`src/rtl/pipe_hazard_ctrl_if.sv`:
```
// Stage-register taps and memory handshake seen by the hazard controller,
// plus the stall/flush/forward controls it drives back into the pipeline.
interface pipe_hazard_ctrl_if #(parameter int CNT_W = 16);
  logic [3:0]       ra1d, ra2d, ra1e, ra2e, wa3e, wa3m, wa3w;
  logic             regwrite_m, regwrite_w, memtoreg_e, branch_taken_e;
  logic             mem_req_m, mem_ready;
  logic             stall_f, stall_d, stall_e, stall_m;
  logic             flush_d, flush_e, flush_w;
  logic [1:0]       forward_ae, forward_be;
  logic             mem_timeout;
  logic [CNT_W-1:0] stall_count;

  modport master (
    output ra1d, ra2d, ra1e, ra2e, wa3e, wa3m, wa3w,
    output regwrite_m, regwrite_w, memtoreg_e, branch_taken_e, mem_req_m, mem_ready,
    input  stall_f, stall_d, stall_e, stall_m, flush_d, flush_e, flush_w,
    input  forward_ae, forward_be, mem_timeout, stall_count
  );

  modport slave (
    input  ra1d, ra2d, ra1e, ra2e, wa3e, wa3m, wa3w,
    input  regwrite_m, regwrite_w, memtoreg_e, branch_taken_e, mem_req_m, mem_ready,
    output stall_f, stall_d, stall_e, stall_m, flush_d, flush_e, flush_w,
    output forward_ae, forward_be, mem_timeout, stall_count
  );
endinterface

```
`src/rtl/pipe_hazard_ctrl.sv`:
```
// Hazard/sequencing controller for the 5-stage ARM pipeline: forwarding, load-use
// and branch handling, bounded memory waits. Optional feature macro: HAZARD_FWD_EN.
module pipe_hazard_ctrl #(
  parameter int MAX_WAIT = 16,
  parameter int CNT_W    = 16
) (
  input logic                clk,
  input logic                rst,
  pipe_hazard_ctrl_if.slave  bus
);
  localparam int            WW        = (MAX_WAIT > 1) ? $clog2(MAX_WAIT) : 1;
  localparam logic [WW-1:0] WAIT_LAST = WW'(MAX_WAIT - 1);

  typedef enum logic {RUN, MEMWAIT} state_t;

  state_t           state;
  logic [WW-1:0]    wait_cnt;
  logic             timeout_q;
  logic [CNT_W-1:0] stall_cnt;
  logic             ldstall, memwait;
  logic             stall_f, stall_d, stall_e, stall_m, flush_d, flush_e, flush_w;

  // R15 is the PC and is never a forwarding or hazard source.
  function automatic logic hit(logic [3:0] a, logic [3:0] b);
    return (a == b) && (a != 4'd15);
  endfunction

`ifdef HAZARD_FWD_EN
  function automatic logic [1:0] fwd_sel(logic [3:0] ra, logic rw_m, logic [3:0] wm,
                                         logic rw_w, logic [3:0] ww);
    if (rw_m && hit(ra, wm))      return 2'b10;
    else if (rw_w && hit(ra, ww)) return 2'b01;
    else                          return 2'b00;
  endfunction

  assign bus.forward_ae = fwd_sel(bus.ra1e, bus.regwrite_m, bus.wa3m, bus.regwrite_w, bus.wa3w);
  assign bus.forward_be = fwd_sel(bus.ra2e, bus.regwrite_m, bus.wa3m, bus.regwrite_w, bus.wa3w);
  assign ldstall = bus.memtoreg_e && (hit(bus.ra1d, bus.wa3e) || hit(bus.ra2d, bus.wa3e));
`else
  // Without bypass paths every Execute instruction is assumed to write wa3e,
  // and Decode waits until the producer has left Memory.
  logic unused_fwd;
  assign unused_fwd     = ^{bus.ra1e, bus.ra2e, bus.wa3w, bus.regwrite_w, bus.memtoreg_e};
  assign bus.forward_ae = 2'b00;
  assign bus.forward_be = 2'b00;
  assign ldstall = hit(bus.ra1d, bus.wa3e) || hit(bus.ra2d, bus.wa3e) ||
                   (bus.regwrite_m && (hit(bus.ra1d, bus.wa3m) || hit(bus.ra2d, bus.wa3m)));
`endif

  assign memwait = bus.mem_req_m && !bus.mem_ready;

  always_comb begin
    {stall_f, stall_d, stall_e, stall_m, flush_d, flush_e, flush_w} = '0;
    unique case (state)
      RUN: begin
        if (memwait)                 {stall_f, stall_d, stall_e, stall_m, flush_w} = '1;
        else if (bus.branch_taken_e) {flush_d, flush_e} = '1;
        else if (ldstall)            {stall_f, stall_d, flush_e} = '1;
      end
      MEMWAIT: begin
        // On timeout the access is dropped: pipeline released, Writeback bubbled.
        if (!bus.mem_ready) begin
          if (wait_cnt == WAIT_LAST) flush_w = 1'b1;
          else                       {stall_f, stall_d, stall_e, stall_m, flush_w} = '1;
        end
      end
    endcase
  end

  always_ff @(posedge clk or posedge rst) begin
    if (rst) begin
      state     <= RUN;
      wait_cnt  <= '0;
      timeout_q <= 1'b0;
      stall_cnt <= '0;
    end else begin
      if (stall_d && stall_cnt != '1) stall_cnt <= stall_cnt + 1'b1;
      unique case (state)
        RUN: if (memwait) begin
          state    <= MEMWAIT;
          wait_cnt <= '0;
        end
        MEMWAIT: begin
          if (bus.mem_ready) begin
            state <= RUN;
          end else if (wait_cnt == WAIT_LAST) begin
            state     <= RUN;
            timeout_q <= 1'b1;
          end else begin
            wait_cnt <= wait_cnt + 1'b1;
          end
        end
      endcase
    end
  end

  assign bus.stall_f     = stall_f;
  assign bus.stall_d     = stall_d;
  assign bus.stall_e     = stall_e;
  assign bus.stall_m     = stall_m;
  assign bus.flush_d     = flush_d;
  assign bus.flush_e     = flush_e;
  assign bus.flush_w     = flush_w;
  assign bus.mem_timeout = timeout_q;
  assign bus.stall_count = stall_cnt;
endmodule

```
`src/flat_wrapper.sv`:
```
// flat-port wrapper written by rule: the top's interface ports become plain ports
module pipe_hazard_ctrl_flat 
#(
  parameter int MAX_WAIT = 16,
  parameter int CNT_W    = 16
)
  (clk, rst, bus_ra1d, bus_ra2d, bus_ra1e, bus_ra2e, bus_wa3e, bus_wa3m, bus_wa3w, bus_regwrite_m, bus_regwrite_w, bus_memtoreg_e, bus_branch_taken_e, bus_mem_req_m, bus_mem_ready, bus_stall_f, bus_stall_d, bus_stall_e, bus_stall_m, bus_flush_d, bus_flush_e, bus_flush_w, bus_forward_ae, bus_forward_be, bus_mem_timeout, bus_stall_count);
  pipe_hazard_ctrl_if #(.CNT_W(CNT_W)) bus_i ();
  input logic clk;
  input logic rst;
  input wire logic [$bits(bus_i.ra1d)-1:0] bus_ra1d;
  input wire logic [$bits(bus_i.ra2d)-1:0] bus_ra2d;
  input wire logic [$bits(bus_i.ra1e)-1:0] bus_ra1e;
  input wire logic [$bits(bus_i.ra2e)-1:0] bus_ra2e;
  input wire logic [$bits(bus_i.wa3e)-1:0] bus_wa3e;
  input wire logic [$bits(bus_i.wa3m)-1:0] bus_wa3m;
  input wire logic [$bits(bus_i.wa3w)-1:0] bus_wa3w;
  input wire logic [$bits(bus_i.regwrite_m)-1:0] bus_regwrite_m;
  input wire logic [$bits(bus_i.regwrite_w)-1:0] bus_regwrite_w;
  input wire logic [$bits(bus_i.memtoreg_e)-1:0] bus_memtoreg_e;
  input wire logic [$bits(bus_i.branch_taken_e)-1:0] bus_branch_taken_e;
  input wire logic [$bits(bus_i.mem_req_m)-1:0] bus_mem_req_m;
  input wire logic [$bits(bus_i.mem_ready)-1:0] bus_mem_ready;
  output wire logic [$bits(bus_i.stall_f)-1:0] bus_stall_f;
  output wire logic [$bits(bus_i.stall_d)-1:0] bus_stall_d;
  output wire logic [$bits(bus_i.stall_e)-1:0] bus_stall_e;
  output wire logic [$bits(bus_i.stall_m)-1:0] bus_stall_m;
  output wire logic [$bits(bus_i.flush_d)-1:0] bus_flush_d;
  output wire logic [$bits(bus_i.flush_e)-1:0] bus_flush_e;
  output wire logic [$bits(bus_i.flush_w)-1:0] bus_flush_w;
  output wire logic [$bits(bus_i.forward_ae)-1:0] bus_forward_ae;
  output wire logic [$bits(bus_i.forward_be)-1:0] bus_forward_be;
  output wire logic [$bits(bus_i.mem_timeout)-1:0] bus_mem_timeout;
  output wire logic [$bits(bus_i.stall_count)-1:0] bus_stall_count;
  assign bus_i.ra1d = bus_ra1d;
  assign bus_i.ra2d = bus_ra2d;
  assign bus_i.ra1e = bus_ra1e;
  assign bus_i.ra2e = bus_ra2e;
  assign bus_i.wa3e = bus_wa3e;
  assign bus_i.wa3m = bus_wa3m;
  assign bus_i.wa3w = bus_wa3w;
  assign bus_i.regwrite_m = bus_regwrite_m;
  assign bus_i.regwrite_w = bus_regwrite_w;
  assign bus_i.memtoreg_e = bus_memtoreg_e;
  assign bus_i.branch_taken_e = bus_branch_taken_e;
  assign bus_i.mem_req_m = bus_mem_req_m;
  assign bus_i.mem_ready = bus_mem_ready;
  assign bus_stall_f = bus_i.stall_f;
  assign bus_stall_d = bus_i.stall_d;
  assign bus_stall_e = bus_i.stall_e;
  assign bus_stall_m = bus_i.stall_m;
  assign bus_flush_d = bus_i.flush_d;
  assign bus_flush_e = bus_i.flush_e;
  assign bus_flush_w = bus_i.flush_w;
  assign bus_forward_ae = bus_i.forward_ae;
  assign bus_forward_be = bus_i.forward_be;
  assign bus_mem_timeout = bus_i.mem_timeout;
  assign bus_stall_count = bus_i.stall_count;
  pipe_hazard_ctrl #(.MAX_WAIT(MAX_WAIT), .CNT_W(CNT_W)) u_core (.clk(clk), .rst(rst), .bus(bus_i));
endmodule
```
`config.mk`:
```
export PLATFORM = sky130hd
export DESIGN_NAME = pipe_hazard_ctrl_flat
export DESIGN_NICKNAME = d
export VERILOG_FILES = /design/src/rtl/pipe_hazard_ctrl_if.sv /design/src/rtl/pipe_hazard_ctrl.sv /design/src/flat_wrapper.sv
export SDC_FILE = /design/constraint.sdc
export NUM_CORES = 1
export LEC_CHECK = 0
export CORE_MARGIN = 5
export CORE_UTILIZATION = 30
export DETAILED_ROUTE_END_ITERATION = 16
export GPL_TIMING_DRIVEN = 0
export PLACE_DENSITY = 0.73
export SYNTH_ARGS = -nofsm -noshare
export SYNTH_HDL_FRONTEND = slang
export SYNTH_SLANG_ARGS = --single-unit
```
`constraint.sdc`:
```
create_clock -name clk -period 2 [get_ports clk]
set_clock_uncertainty 0.15 [all_clocks]
set_input_delay 0.3 -clock clk [delete_from_list [all_inputs] [get_ports clk]]
set_output_delay 0.3 -clock clk [all_outputs]
set_load 0.01 [all_outputs]
```
Yosys cells after proc, flatten, opt, wreduce, memory -nomap -nowiden
Index checks and enable logic that the tools add are counted.
{"block": "totals", "elab_cells": 52, "in_bits": 36, "regBits": 22, "output_inout_bits": 28}
{"block": "classes", "reduce_logical": 13, "n_addsub": 2, "n_mux": 20, "n_bitwise": 2, "n_eq_ne": 11}
{"operator": "$add 16x1->16 const B", "n": 1}
{"operator": "$eq 4x4->1", "n": 4}
{"operator": "$ne 16x16->1 const B", "n": 1}
{"operator": "$mux 1", "n": 13}
{"operator": "$mux 4", "n": 3}
{"operator": "$ne 4x4->1 const B", "n": 2}
{"operator": "$pmux 4 s2", "n": 1}
{"operator": "$logic_and 1x1->1", "n": 7}
{"operator": "$pmux 1 s2", "n": 3}
{"operator": "$reduce_and 3->1", "n": 2}
{"operator": "$add 4x1->4 const B", "n": 1}
{"operator": "$eq 4x4->1 const B", "n": 1}
{"operator": "$ne 2x2->1 const B", "n": 2}
{"operator": "$logic_or 1x1->1", "n": 3}
{"operator": "$ne 2x1->1 const B", "n": 1}
{"operator": "$not 1->1", "n": 2}
{"operator": "$logic_not 1->1", "n": 1}

Logic depth before layout (Yosys ltp)
{"block": "depth", "word_depth": 10, "depth_mapped": 8, "mapped_depth_nobuf": 7}

Worst setup path after synthesis
No wires, ideal clock.
{"block": "synth_timing", "path_type": "reg-to-reg", "start": "register u_core.wait_cnt[0]", "end": "register u_core.stall_cnt[4] (netlist: u_core.bus.stall_count[4])", "t_required_ns": 1.718, "stages_incl_launch_ff": 9, "n_path_buf": 2, "path_slack_ns": -0.091, "t_arrival_ns": 1.809, "cell_sequence": "dfrtp_1 > ha_1 > and3_1 > buf_4 > a21oi_4 > nor4_4 > buf_6 > nor3_1 > xor2_1"}
{"block": "synth_via", "elab_chain_cells": 5}
{"element": "start, declared", "line": "pipe_hazard_ctrl.sv:17", "text": "logic [WW-1:0] wait_cnt;"}
{"element": "start signal, assigned", "line": "pipe_hazard_ctrl.sv:90", "text": "wait_cnt <= wait_cnt + 1'b1;"}
{"element": "$eq 4x4->1", "line": "pipe_hazard_ctrl.sv:63", "text": "if (wait_cnt == WAIT_LAST) flush_w = 1'b1;"}
{"element": "$mux 1", "line": "pipe_hazard_ctrl.sv:63"}
{"element": "$mux 1", "line": "pipe_hazard_ctrl.sv:62", "text": "if (!bus.mem_ready) begin"}
{"element": "$pmux 1 s2", "line": "pipe_hazard_ctrl.sv:54", "text": "unique case (state)"}
{"element": "$logic_and 1x1->1", "line": "pipe_hazard_ctrl.sv:77", "text": "if (stall_d && stall_cnt != '1) stall_cnt <= stall_cnt + 1'b1;"}
{"element": "end signal, assigned", "line": "pipe_hazard_ctrl.sv:77"}
{"element": "end, declared", "line": "pipe_hazard_ctrl.sv:19", "text": "logic [CNT_W-1:0] stall_cnt;"}
Every way passes these cells.
A chain may end at the register's enable or synchronous reset.

Worst setup path after layout
{"block": "layout_timing", "start": "register u_core.wait_cnt[0]", "end": "register u_core.stall_cnt[9] (netlist: u_core.bus.stall_count[9])"}
The elaborated chain is that of the path after synthesis.

==> metrics <==
final worst-path cycle share 1.06; Critical Path Max Stage Delay roughly 0.40 ns; Longest Clk Path Bufs 2; kind of critical path reg -> reg; ANT cells 0; core box area 5010 um^2; R2R Path End u_core.bus.stall_count[9]; f_max between 0.4 and 0.5 GHz; EDFF count, synth 0; CTS buffer count 3; clock power share 0.195; synth unique cells 39; post-synth top area share 0.361; I/O Pins between 60 and 70; Synth area leader dfrtp_1; Worst Hold Class reg -> reg; Post-Syn Instances 149; Comb pwr share 0.453; All-Layer GR Usage 0.132; Finished Core Util 0.522; grt total ovfl 0; Fillers 460; Total Wirelength ~4200 um; switch share 0.331; CP endpoint u_core.bus.stall_count[9]; Post-synth ARST share 1.00; first-pass GRT wire length approximately 6900 um; CP Capture Type flop; number of global-route vias before repair 1,515; Worst path slowest cell dfrtp_1; die width between 80 and 90 um; first-pass iteration count of the detailed router 4; final setup vio count 19; Pint 1.11 mW; Period minus WS final between 2 and 2.5 ns; worst hold slack 0.331 ns; crit path DAT 2.16 ns; dpl hpwl ~2700 um; Yosys Warn Count 0; final hold violations 0; pin count of the biggest net entering global routing 23; CP required about 2 ns; Die H slightly above 80 um; Clock H-tree levels 1; Critical Path Source u_core.wait_cnt[0]; top cells by area, synth dfrtp_1 36%, xor2_1 10%, xnor2_1 6.3%, nor3_2 3.9%, buf_4 3.9%; clock insertion delay at the later pin of the skew report 0.26 ns; predominant post-synthesis flop cell dfrtp_1; register bit total from synthesis 22; Relative slew margins 0.437; power share of the sequential group 0.353; clk slew on worst S/H paths 0.08 ns; CTS tree built; Final Non-Filler Cells roughly 300; outcome finished with violations; P&R area growth vs syn 71.4%; Seq/Total Area, Yosys 0.361; gpl congestion 0.820; worst-path cell chain ha_2 > and3_4 > a21oi_4 > buf_6 > buf_12 > o21ai_4 > bufbuf_16 > nor3_4 > xor2_1; sw power approximately 0.55 mW; Clock Sink Count 22; # port buffers 45; clk root buf clkbuf_8; VDD IR max 0.372 mV; PnR worst setup slack -0.121 ns; post-DR vias/cell approximately 4.6; failing checks negative setup slack; drt wl/cell ~14 um; Reg2Reg Launch Point u_core.wait_cnt[0]; Die Area approximately 6600 um^2; Cell Pwr Density 636 nW/um^2; share of cells above drive strength 1 0.461; Max-cap violations 0; starting density of the core 0.305; number of antenna-violating nets in the routed design 0; synthesized area 1530 um^2; RSZ-0062 raised after global routing yes; # DRC 0; Vias between 1,000 and 1,500; DR iter-0 viols about 120; Worst Setup Start Kind flop; Leak 1.19 nW; Max Slew Vio Count 0; Least-Margin Pin Slew between 0.8 and 0.9 ns; initial antenna violation count 0; R2R Setup Slk -0.12 ns; Site Rows 26; cell total after placement approximately 270; Reg2Reg Depth 9; worst-path fanout max 5; Final nets roughly 270; mean area per synthesized cell between 10 and 15 um^2
-- critical path: cells and delay by family, from the launching register on --
| kind | cells | cell delay [ns] |
|---|---|---|
| AO/OA/AOI/OAI | 2 | 0.24 |
| XOR/XNOR | 1 | 0.18 |
| adder cells (fa/ha/maj) | 1 | 0.19 |
| buffers and inverters | 3 | 0.54 |
| flip-flops | 1 | 0.40 |
| AND/OR/NAND/NOR | 2 | 0.35 |
-- flip-flops by register name (all words and copies together), names as in the netlist --
name and count:
u_core.state 1, u_core.bus.stall_count 16, u_core.wait_cnt 4, u_core.bus.mem_timeout 1
-- power groups by stage --
stage	registers, mW	logic (mW)	clock network (mW)
2_1_floorplan	0.615	0.253	0
3_3_place_gp	0.596	0.501	0
3_5_place_dp	0.602	0.514	0
4_1_cts	0.587	0.663	0.326
5_1_grt	0.604	0.810	0.352
6_report	0.587	0.753	0.324
-- synth_stat cells (2+ instances only) --
| master | count |
|---|---|
| buf_6 | 2 |
| inv_1 | 5 |
| and3_1 | 2 |
| and2_1 | 3 |
| o31ai_1 | 2 |
| buf_4 | 8 |
| nand2_1 | 9 |
| nor3b_2 | 3 |
| xnor2_1 | 11 |
| a21oi_1 | 4 |
| nor2_1 | 6 |
| or2_2 | 2 |
| ha_1 | 2 |
| nand4_1 | 5 |
| xor2_1 | 18 |
| nor3_2 | 6 |
| nor4b_2 | 3 |
| nand3_1 | 10 |
| o21ai_0 | 5 |
| nor3_1 | 3 |
| dfrtp_1 | 22 |
-- repair_timing --
item,4_1_cts,5_1_grt
setup buffers,25,6
cloned,1,0
resized for setup,98,19
endpoints found under the setup margin,23,21
hold buffers,0,0
pin swaps,31,14
-- routing by layer --
layer,up-vias,global-route usage,share of wire,wire [um]
met4,0,0.0405,0.0074,31
met2,42,0.235,0.54,2270
met1,678,0.160,0.39,1650
met5,-,0,0,0
li1,673,-,-,-
met3,2,0.0233,0.061,255
-- how the worst min path moves through the flow --
stage / cells after the start / from / end
final: 1 / u_core.bus.mem_timeout / u_core.bus.mem_timeout
after global routing: 1 / u_core.bus.mem_timeout / u_core.bus.mem_timeout
after CTS: 1 / u_core.bus.mem_timeout / u_core.bus.mem_timeout
after detailed placement: 1 / u_core.bus.mem_timeout / u_core.bus.mem_timeout
after global placement: 1 / u_core.bus.mem_timeout / u_core.bus.mem_timeout
after floorplan: 1 / rst / u_core.bus.mem_timeout
-- stage by stage --
| stage | area, um^2 | setup WS [ns] | TNS (ns) | power (mW) |
|---|---|---|---|---|
| after global routing | 2620 | -0.220 | -3.02 | 1.77 |
| final | 2620 | -0.121 | -1.17 | 1.66 |
| after detailed placement | 2100 | -0.730 | -11.22 | 1.12 |
| after global placement | 2100 | -0.694 | -10.83 | 1.10 |
| after CTS | 2530 | -0.121 | -1.25 | 1.58 |
| after floorplan | 1570 | 0.0107 | 0 | 0.868 |
-- cell families (layout without fill, tap and decap cells) --
logic type	Yosys count	after routing	share of synthesized area
compound gates	19	19	0.0984
xor+xnor	29	29	0.166
fa+ha+maj	2	2	0.0164
buf+inv	15	95	0.0664
flops	22	22	0.361
mux	1	1	0.00983
other cells	1	4	0.00246
simple gates	60	60	0.280
-- area by class of cell --
| class | count | area, um^2 | area share |
|---|---|---|---|
| Buffer | 9 | 91.3 | 0.0349 |
| Timing Repair Buffer | 77 | 707 | 0.270 |
| Clock buffer | 4 | 55.1 | 0.0210 |
| Sequential cell | 22 | 551 | 0.210 |
| Multi-Input combinational cell | 115 | 1110 | 0.423 |
| Tap cell | 70 | 87.6 | 0.0335 |
| Inverter | 5 | 18.8 | 0.00717 |
-- layout by cell type, fill, tap and decap left out, types with 4 or more instances in the layout --
cell type / n
buf_4: 29
dfrtp_1: 22
clkdlybuf4s50_1: 20
xor2_1: 14
xnor2_1: 11
buf_2: 10
nand2_1: 9
buf_6: 9
nor3_4: 7
dlygate4sd2_1: 7
nor2_1: 6
nand3_1: 6
nand4_1: 5
nand3_2: 5
o21ai_0: 5
xor2_2: 4
inv_1: 4
conb_1: 4
clkbuf_8: 4
Note: power is estimated with default switching activity, not from simulation.
